`config.mk`:
```
export PLATFORM = sky130hd
export DESIGN_NAME = multicycle_control
export DESIGN_NICKNAME = d
export VERILOG_FILES = /design/src/rtl/multicycle_control.sv
export SDC_FILE = /design/constraint.sdc
export NUM_CORES = 1
export LEC_CHECK = 0
export CAP_MARGIN = 20
export CORE_MARGIN = 10
export CORE_UTILIZATION = 45
export DETAILED_ROUTE_END_ITERATION = 10
export HOLD_SLACK_MARGIN = 0.15
export PLACE_DENSITY_LB_ADDON = 0.3
export SLEW_MARGIN = 30
export SYNTH_ARGS = -nofsm -noshare
export SYNTH_HDL_FRONTEND = slang
export SYNTH_SLANG_ARGS = --single-unit
export TNS_END_PERCENT = 100
```
`constraint.sdc`:
```
create_clock -name clock_in -period 2.2 [get_ports clock_in]
set_clock_uncertainty 0.15 [all_clocks]
set_input_delay 0.33 -clock clock_in [delete_from_list [all_inputs] [get_ports clock_in]]
set_output_delay 0.33 -clock clock_in [all_outputs]
set_load 0.005 [all_outputs]
```
`src/rtl/multicycle_control.sv`:
```
// -----------------------------------------------------------------------------
// multicycle_control
//
// Control FSM for a multi-cycle MIPS datapath. It sequences the shared ALU,
// the unified instruction/data memory and the register file over 3-5 cycles
// per instruction (R-type, j, beq, addiu, lw, sw). Memory states wait on a
// ready handshake, and a watchdog aborts an access that never completes.
//
// Ports:
//   clock_in         system clock, rising edge
//   reset_in         synchronous reset, active-high (forces all outputs to 0)
//   opcode_in[5:0]   opcode from the instruction register
//   memReady_in      memory completed the current access this cycle
//   pcWrite_out      unconditional PC write
//   pcWriteCond_out  PC write gated by ALU zero
//   pcSource_out     PC mux: 00 ALU, 01 ALUOut, 10 jump target
//   iorD_out         memory address mux: 0 PC, 1 ALUOut
//   memRead_out      memory read request
//   memWrite_out     memory write request
//   irWrite_out      load instruction register
//   memtoReg_out     write-back data mux: 1 memory data register
//   regDst_out       destination register mux: 1 rd, 0 rt
//   regWrite_out     register file write enable
//   aluSrcA_out      ALU A mux: 0 PC, 1 register A
//   aluSrcB_out      ALU B mux: 00 B, 01 4, 10 sign-ext imm, 11 shifted imm
//   aluOp_out        00 add, 01 subtract, 10 funct field
//   state_out[3:0]   current state encoding (debug)
//   instrDone_out    pulse in the final cycle of a completed instruction
//   illegal_out      pulse one cycle after decoding an unsupported opcode
//   memError_out     pulse one cycle after a memory wait timeout
// -----------------------------------------------------------------------------
module multicycle_control #(
    parameter int MEM_TIMEOUT = 15
) (
    input  logic       clock_in,
    input  logic       reset_in,
    input  logic [5:0] opcode_in,
    input  logic       memReady_in,
    output logic       pcWrite_out,
    output logic       pcWriteCond_out,
    output logic [1:0] pcSource_out,
    output logic       iorD_out,
    output logic       memRead_out,
    output logic       memWrite_out,
    output logic       irWrite_out,
    output logic       memtoReg_out,
    output logic       regDst_out,
    output logic       regWrite_out,
    output logic       aluSrcA_out,
    output logic [1:0] aluSrcB_out,
    output logic [1:0] aluOp_out,
    output logic [3:0] state_out,
    output logic       instrDone_out,
    output logic       illegal_out,
    output logic       memError_out
);

    typedef enum logic [3:0] {
        ST_FETCH    = 4'd0,
        ST_DECODE   = 4'd1,
        ST_MEMADDR  = 4'd2,
        ST_MEMREAD  = 4'd3,
        ST_MEMWB    = 4'd4,
        ST_MEMWRITE = 4'd5,
        ST_REXEC    = 4'd6,
        ST_RWB      = 4'd7,
        ST_BRANCH   = 4'd8,
        ST_JUMP     = 4'd9,
        ST_ADDIEXEC = 4'd10,
        ST_ADDIWB   = 4'd11
    } state_t;

    localparam logic [5:0] OP_RTYPE = 6'b000000;
    localparam logic [5:0] OP_J     = 6'b000010;
    localparam logic [5:0] OP_BEQ   = 6'b000100;
    localparam logic [5:0] OP_ADDIU = 6'b001001;
    localparam logic [5:0] OP_LW    = 6'b100011;
    localparam logic [5:0] OP_SW    = 6'b101011;

    // Last counter value before the watchdog fires.
    localparam logic [7:0] TIMEOUT_LAST = 8'(MEM_TIMEOUT - 1);

    state_t     r_state;
    state_t     w_next_state;
    logic [7:0] r_wait_cnt;
    logic       r_illegal;
    logic       r_mem_error;
    logic       w_wait_state;
    logic       w_timeout;
    logic       w_illegal;

    // States that stall on the memory handshake.
    assign w_wait_state = (r_state == ST_FETCH) || (r_state == ST_MEMREAD) ||
                          (r_state == ST_MEMWRITE);

    // Ready in the final wait cycle wins over the timeout.
    assign w_timeout = w_wait_state && !memReady_in && (r_wait_cnt == TIMEOUT_LAST);

    // Next-state logic.
    always_comb begin
        // NOTE: every variable gets a default before the case so no path
        // leaves it unassigned, which would otherwise infer a latch.
        w_next_state = r_state;
        w_illegal    = 1'b0;
        case (r_state)
            ST_FETCH: begin
                if (memReady_in) w_next_state = ST_DECODE;
                else             w_next_state = ST_FETCH;
            end
            ST_DECODE: begin
                case (opcode_in)
                    OP_LW, OP_SW: w_next_state = ST_MEMADDR;
                    OP_RTYPE:     w_next_state = ST_REXEC;
                    OP_BEQ:       w_next_state = ST_BRANCH;
                    OP_J:         w_next_state = ST_JUMP;
                    OP_ADDIU:     w_next_state = ST_ADDIEXEC;
                    default: begin
                        w_next_state = ST_FETCH;
                        w_illegal    = 1'b1;
                    end
                endcase
            end
            ST_MEMADDR:  w_next_state = (opcode_in == OP_LW) ? ST_MEMREAD : ST_MEMWRITE;
            ST_MEMREAD: begin
                if (memReady_in)    w_next_state = ST_MEMWB;
                else if (w_timeout) w_next_state = ST_FETCH;
                else                w_next_state = ST_MEMREAD;
            end
            ST_MEMWRITE: begin
                if (memReady_in)    w_next_state = ST_FETCH;
                else if (w_timeout) w_next_state = ST_FETCH;
                else                w_next_state = ST_MEMWRITE;
            end
            ST_REXEC:    w_next_state = ST_RWB;
            ST_ADDIEXEC: w_next_state = ST_ADDIWB;
            ST_MEMWB, ST_RWB, ST_BRANCH, ST_JUMP, ST_ADDIWB:
                         w_next_state = ST_FETCH;
            default:     w_next_state = ST_FETCH;  // unreachable encodings recover
        endcase
    end

    // State register, wait counter and the delayed status pulses.
    always_ff @(posedge clock_in) begin
        // NOTE: sequential state uses non-blocking assignments so every
        // register samples the pre-edge values regardless of statement order.
        if (reset_in) begin
            r_state     <= ST_FETCH;
            r_wait_cnt  <= 8'd0;
            r_illegal   <= 1'b0;
            r_mem_error <= 1'b0;
        end else begin
            r_state     <= w_next_state;
            r_illegal   <= w_illegal;
            r_mem_error <= w_timeout;
            // A timeout in FETCH keeps the state, so it clears explicitly.
            if (w_timeout || (w_next_state != r_state))
                r_wait_cnt <= 8'd0;
            else if (w_wait_state && !memReady_in)
                r_wait_cnt <= r_wait_cnt + 8'd1;
        end
    end

    // Control outputs, decoded from the state; all forced low during reset.
    always_comb begin
        pcWrite_out     = 1'b0;
        pcWriteCond_out = 1'b0;
        pcSource_out    = 2'b00;
        iorD_out        = 1'b0;
        memRead_out     = 1'b0;
        memWrite_out    = 1'b0;
        irWrite_out     = 1'b0;
        memtoReg_out    = 1'b0;
        regDst_out      = 1'b0;
        regWrite_out    = 1'b0;
        aluSrcA_out     = 1'b0;
        aluSrcB_out     = 2'b00;
        aluOp_out       = 2'b00;
        instrDone_out   = 1'b0;
        state_out       = r_state;
        illegal_out     = r_illegal;
        memError_out    = r_mem_error;
        case (r_state)
            ST_FETCH: begin
                memRead_out = 1'b1;
                aluSrcB_out = 2'b01;
                irWrite_out = memReady_in;
                pcWrite_out = memReady_in;
            end
            ST_DECODE: aluSrcB_out = 2'b11;
            ST_MEMADDR: begin
                aluSrcA_out = 1'b1;
                aluSrcB_out = 2'b10;
            end
            ST_MEMREAD: begin
                memRead_out = 1'b1;
                iorD_out    = 1'b1;
            end
            ST_MEMWB: begin
                memtoReg_out  = 1'b1;
                regWrite_out  = 1'b1;
                instrDone_out = 1'b1;
            end
            ST_MEMWRITE: begin
                memWrite_out  = 1'b1;
                iorD_out      = 1'b1;
                instrDone_out = memReady_in;
            end
            ST_REXEC: begin
                aluSrcA_out = 1'b1;
                aluOp_out   = 2'b10;
            end
            ST_RWB: begin
                regDst_out    = 1'b1;
                regWrite_out  = 1'b1;
                instrDone_out = 1'b1;
            end
            ST_BRANCH: begin
                aluSrcA_out     = 1'b1;
                aluOp_out       = 2'b01;
                pcWriteCond_out = 1'b1;
                pcSource_out    = 2'b01;
                instrDone_out   = 1'b1;
            end
            ST_JUMP: begin
                pcWrite_out   = 1'b1;
                pcSource_out  = 2'b10;
                instrDone_out = 1'b1;
            end
            ST_ADDIEXEC: begin
                aluSrcA_out = 1'b1;
                aluSrcB_out = 2'b10;
            end
            ST_ADDIWB: begin
                regWrite_out  = 1'b1;
                instrDone_out = 1'b1;
            end
            default: ;
        endcase
        if (reset_in) begin
            pcWrite_out     = 1'b0;
            pcWriteCond_out = 1'b0;
            pcSource_out    = 2'b00;
            iorD_out        = 1'b0;
            memRead_out     = 1'b0;
            memWrite_out    = 1'b0;
            irWrite_out     = 1'b0;
            memtoReg_out    = 1'b0;
            regDst_out      = 1'b0;
            regWrite_out    = 1'b0;
            aluSrcA_out     = 1'b0;
            aluSrcB_out     = 2'b00;
            aluOp_out       = 2'b00;
            instrDone_out   = 1'b0;
            state_out       = 4'd0;
            illegal_out     = 1'b0;
            memError_out    = 1'b0;
        end
    end

endmodule

```
**Word level (Yosys, flattened, before mapping)**

Index checks and enable logic that the tools add are counted.

- Register bits: 14
- Bits of input ports: 9
- Output and inout port bits: 23
- Word-level logic and storage cells: 82

- Add/subtract/negate cells: 1
- Equality and inequality tests: 18
- Multiplexer cells: 40
- Bitwise operators: 1
- Reduce and logical (&&, ||, !) cells: 18

Operators by type and width:

| cell | count |
|---|---|
| 4-bit one-hot mux with 7 select lines | 1 |
| 1-bit 2-to-1 mux | 24 |
| 4-bit one-hot mux with 5 select lines | 1 |
| 4-bit by 3-bit equality test with 1-bit output (second input constant) | 4 |
| 4-bit equality test (second input constant) | 4 |
| 6-bit equality test (second input constant) | 2 |
| 3-bit 2-to-1 mux | 4 |
| 2-bit OR reduction | 6 |
| 8-bit by 1-bit adder with 8-bit output (second input constant) | 1 |
| 4-bit by 2-bit equality test with 1-bit output (second input constant) | 2 |
| 8-bit by 4-bit equality test with 1-bit output (second input constant) | 1 |
| 2-bit 2-to-1 mux | 4 |
| 2-bit one-hot mux with 2 select lines | 2 |
| 6-bit by 2-bit equality test with 1-bit output (second input constant) | 1 |
| 6-bit by 3-bit equality test with 1-bit output (second input constant) | 1 |
| 6-bit by 4-bit equality test with 1-bit output (second input constant) | 1 |
| 6-bit logical NOT | 1 |
| 2-bit one-hot mux with 3 select lines | 1 |
| 6-bit OR reduction | 1 |
| 5-bit OR reduction | 1 |
| 4-bit by 1-bit equality test with 1-bit output (second input constant) | 1 |
| 4-bit logical NOT | 1 |
| 4-bit 2-to-1 mux | 1 |
| 4-bit inequality test | 1 |
| other kinds (7) | 11 |

**Longest topological paths before layout**

- Word-level depth: 11
- Mapped depth: 7

**Least setup slack after synthesis**

Ideal clock, no wire load.

- Path kind: flip-flop to flip-flop
- Start: reg r_wait_cnt[0]
- End: reg r_wait_cnt[1]
- Setup time: 100 ps
- Data arrival time: 1590 ps
- Required time: 1950 ps
- Setup slack: 361 ps
- Cell stages (with the launch flop): 7
- Path buffers: 0
- Cell sequence: dfxtp_1 inv_1 ha_1 and3_1 a2111oi_2 a21oi_4 a2111oi_4

- Longest elaborated chain between the ends: 8
- Elaborated cells on any way between the ends: 11

RTL lines:

| element | RTL line | source |
|---|---|---|
| from (decl) | 85 | `logic [7:0] r_wait_cnt;` |
| from (signal assigned) | 159 | `r_wait_cnt <= r_wait_cnt + 8'd1;` |
| 8-bit by 4-bit equality test with 1-bit output | 97 | `assign w_timeout = w_wait_state && !memReady_in && (r_wait_cnt == TIMEOUT_LAST);` |
| 1-bit logical AND | 97 |  |
| 3-bit 2-to-1 mux / 2-bit 2-to-1 mux (equally long branches) | 131, 126 |  |
| 3-bit 2-to-1 mux, on equally long branches | 130, 125 |  |
| 4-bit one-hot mux with 7 select lines | 105 | `case (r_state)` |
| 4-bit inequality test | 156 | `if (w_timeout \|\| (w_next_state != r_state))` |
| 1-bit logical OR | 156 |  |
| 2-bit OR reduction (no source line) | - |  |

Parallel ways exist; a longest one is shown, timed or not.
A chain may end at the register's enable or synchronous reset.

**Worst setup path after layout**

- Start: reg r_state[1]
- End: out pcSource_out[1]

- Longest elaborated chain between the ends: 3
- Elaborated cells on any way between the ends: 4

RTL lines:

| element | RTL line | source |
|---|---|---|
| from (decl) | 83 | `state_t r_state;` |
| from (signal assigned) | 152 | `r_state <= w_next_state;` |
| 4-bit equality test | 182 | `case (r_state)` |
| 2-bit one-hot mux with 2 select lines * | 182 |  |
| 2-bit 2-to-1 mux * | 239 | `if (reset_in) begin` |
| to (decl) | 41 | `output logic [1:0] pcSource_out,` |

Every way passes the cells marked *; elsewhere a longest branch is shown, timed or not.

==> out/summary.txt <==
DRC viols: 0
Hold Startpoint: reset_in
Tot Pwr: 0.618 mW
IO buf count: 31
Synth Register Bits: 14
post-synthesis sequential area ratio: 22.0%
GR Util met3: 3.23%
CTS sink count: 14
drt first pass iters: 4
Req. time, crit path: 1720 ps
EDFF count, synth: 0
busiest grt layer: met2
Post-Synth Adder-Cell Area: 1.96%
Clock transition at path regs: 90 ps
Die Width: 73.3 µm
DRT iter0 DRCs: 138
Synth-to-Final Area Change: 60.0%
Syn. warnings: 0
clk buf depth: 2
PnR worst setup slack: 51.1 ps
clk_lat worst skew: 290 ps
CP Class: reg -> out
peak supply drop: 0.354 mV
# H-tree levels: 1
Yosys top cell area share: 22.0%
r2r setup slk: 140 ps
core area: 2730 µm²
r2r endpoint: r_wait_cnt[3]
mapped cell area: 1280 µm²
reg2reg start: r_state[1]
Post-Place Worst Slack: -285 ps
number of global-route vias before repair: 1510
Fin. Hold Viols: 0
placed instance area: 1890 µm²
Initial Utilization: 46.7%
first-pass GRT wire length: 6980 µm
WL final: 4340 µm
share of post-route cells with drive strength above 1: 36.8%
vias per cell: 5.76
Fmax: 465 MHz
Inserted Diodes: 0
Synth Area in XOR/XNOR: 7.55%
Wirelength per Cell: 16.5 µm
minimum clock period: 2150 ps
Die Height: 73.3 µm
Setup crit end kind: output pin
post-synth top area cell: dfxtp_1
die area: 5370 µm²
Synth area leaders: dfxtp_1 (22%), xor2_1 (6.9%), nor2_1 (5.3%), nor3_1 (4.3%), and3_1 (3.9%)
GP Congestion: 0.912
Final Util: 74.7%
hold buffer count at CTS: 0
critical path capture point: pcSource_out[1]
Setup crit start kind: flip-flop
Syn Nets: 174
largest net degree at the start of global routing: 19
largest family of logic cells by synthesized area: simple AND/OR/NAND/NOR gates
Final period util: 97.7%
M2 GR Usage: 26.5%
fin area: 2040 µm²
mux contribution to synthesized area: 0.784%
WP data arrival: 1670 ps
Overflow after GRT: 0
GRT Util Overall: 15.4%
DR vias: 1510
Synth Area per Inst: 7.83 µm²
Post-synth ARST share: 0%
max_slew headroom: 72.7%
Num CTS Buffers: 3
worst hold path type: in -> reg
Final setup violation count: 0
static leakage: 0.893 nW
HPWL Detailed: 3310 µm
maximum fanout along the worst path: 18
final slew viol count: 0
top_reg_cell synth: dfxtp_1
most common cell in the netlist: nor2_1
Worst Setup SP: r_state[1]
cell area power density: 303 nW/µm²
Worst-Margin Slew: 409 ps
CTS tree: yes
worst reg-to-reg path cell count: 8
simple-gate area share of the yosys netlist: 37.1%
RSZ-0062 raised after global routing: true
initial antenna violation count: 0
Commonest cells post-synth: nor2_1 (18), dfxtp_1 (14), nor3_1 (11), xor2_1 (10)
maxcap violations: 0
post-route antenna net violation count: 0
Ports: 32
CTS Root Cell: clkbuf_4
nets: 244
area fraction in compound gates after synthesis: 23.3%
M1 GR Usage: 18.4%
row cnt: 19
status: finished clean
Syn Inst Count: 163
Synth cell types: 52
[worst min path at each step]
stage / depth (start not counted) / slack [ps] / endpoint
2_1_floorplan: 2 / 370 / r_illegal
3_3_place_gp: 2 / 400 / r_wait_cnt[7]
3_5_place_dp: 2 / 410 / r_wait_cnt[7]
4_1_cts: 3 / 420 / r_mem_error
5_1_grt: 3 / 350 / r_mem_error
6_report: 3 / 320 / r_mem_error
[critical path, cell delays in order (launching register included)]
cell	delay [ps]
dfxtp_2	350
buf_8	160
nor2b_4	110
and3_1	170
buf_4	100
clkdlybuf4s50_1	490
[registers in the layout, indices dropped and copies added (netlist names)]
signal,cells
r_wait_cnt,8
r_state,4
r_illegal,1
r_mem_error,1
[what timing repair did]
action | CTS | global route
setup buffers | 2 | 1
hold endpoints to repair | 0 | 0
pin swaps | 1 | 2
resized for setup | 35 | 15
setup endpoints to repair | 19 | 13
cloned | 0 | 0
[metal layers]
metal  wire length (µm)  share of wire, %
met5                  0                 0
met4                 87               2.0
met3                340               7.8
met2               2150                50
met1               1760                40
[layout by cell type, fill, tap and decap left out, types with 2 or more instances in the layout]
cell             synthesis  routed
nor3_2                   0       5
a31oi_1                  2       2
ha_1                     2       2
nor2_1                  18      15
buf_12                   0       2
and2_1                   2       2
buf_4                    4      41
dlygate4sd2_1            0      13
nand2b_1                 3       3
xor2_1                  10      10
dfxtp_4                  0       3
a21oi_1                  9       9
nand2_1                  9       9
or2_4                    1       2
and3_1                   8       8
o21ai_0                  3       3
dfxtp_1                 14      10
nor3_1                  11       6
nor2b_1                  5       3
nand4_1                  3       3
nor4_2                   0       2
nand3_1                  6       6
inv_1                    4       4
o32ai_1                  2       2
nor2b_2                  1       2
clkbuf_4                 0       3
a211o_1                  2       2
nor2_4                   0       2
nor3b_1                  2       2
or3_4                    1       2
nor4_1                   5       3
buf_6                    1       3
a2111oi_2                1       2
clkdlybuf4s50_1          0      16
or2_2                    4       3
[layout make-up]
class / instances / area, µm²
Clock buffer: 3 / 22.5
Fill cell: 228 / 692
Inverter: 5 / 18.8
Multi-Input combinational cell: 131 / 981
Sequential cell: 14 / 293
Tap cell: 31 / 38.8
Timing Repair Buffer: 78 / 688
[kinds of logic (layout without fill, tap and decap cells)]
kind of cell	Yosys count	after routing
compound gates	32	32
xor+xnor	11	11
fa+ha+maj	2	2
buf+inv	18	86
flops	14	14
mux	1	1
simple gates	85	85
[metrics by stage]
step,cells,TNS [ps],hold slack (ps)
4_1_cts,261,-0.979,421
6_report,262,0,319
5_1_grt,262,-20.5,347
2_1_floorplan,163,0,369
3_5_place_dp,256,-4740,408
3_3_place_gp,256,-3900,395
[report_power, final]
| group | internal (mW) | switching (mW) | leakage [nW] |
|---|---|---|---|
| logic | 0.108 | 0.0910 | 0.763 |
| clock network | 0.0637 | 0.0927 | 0.0138 |
| registers | 0.256 | 0.00725 | 0.116 |
| total | 0.427 | 0.191 | 0.893 |
Note: power is estimated with default switching activity, not from simulation.
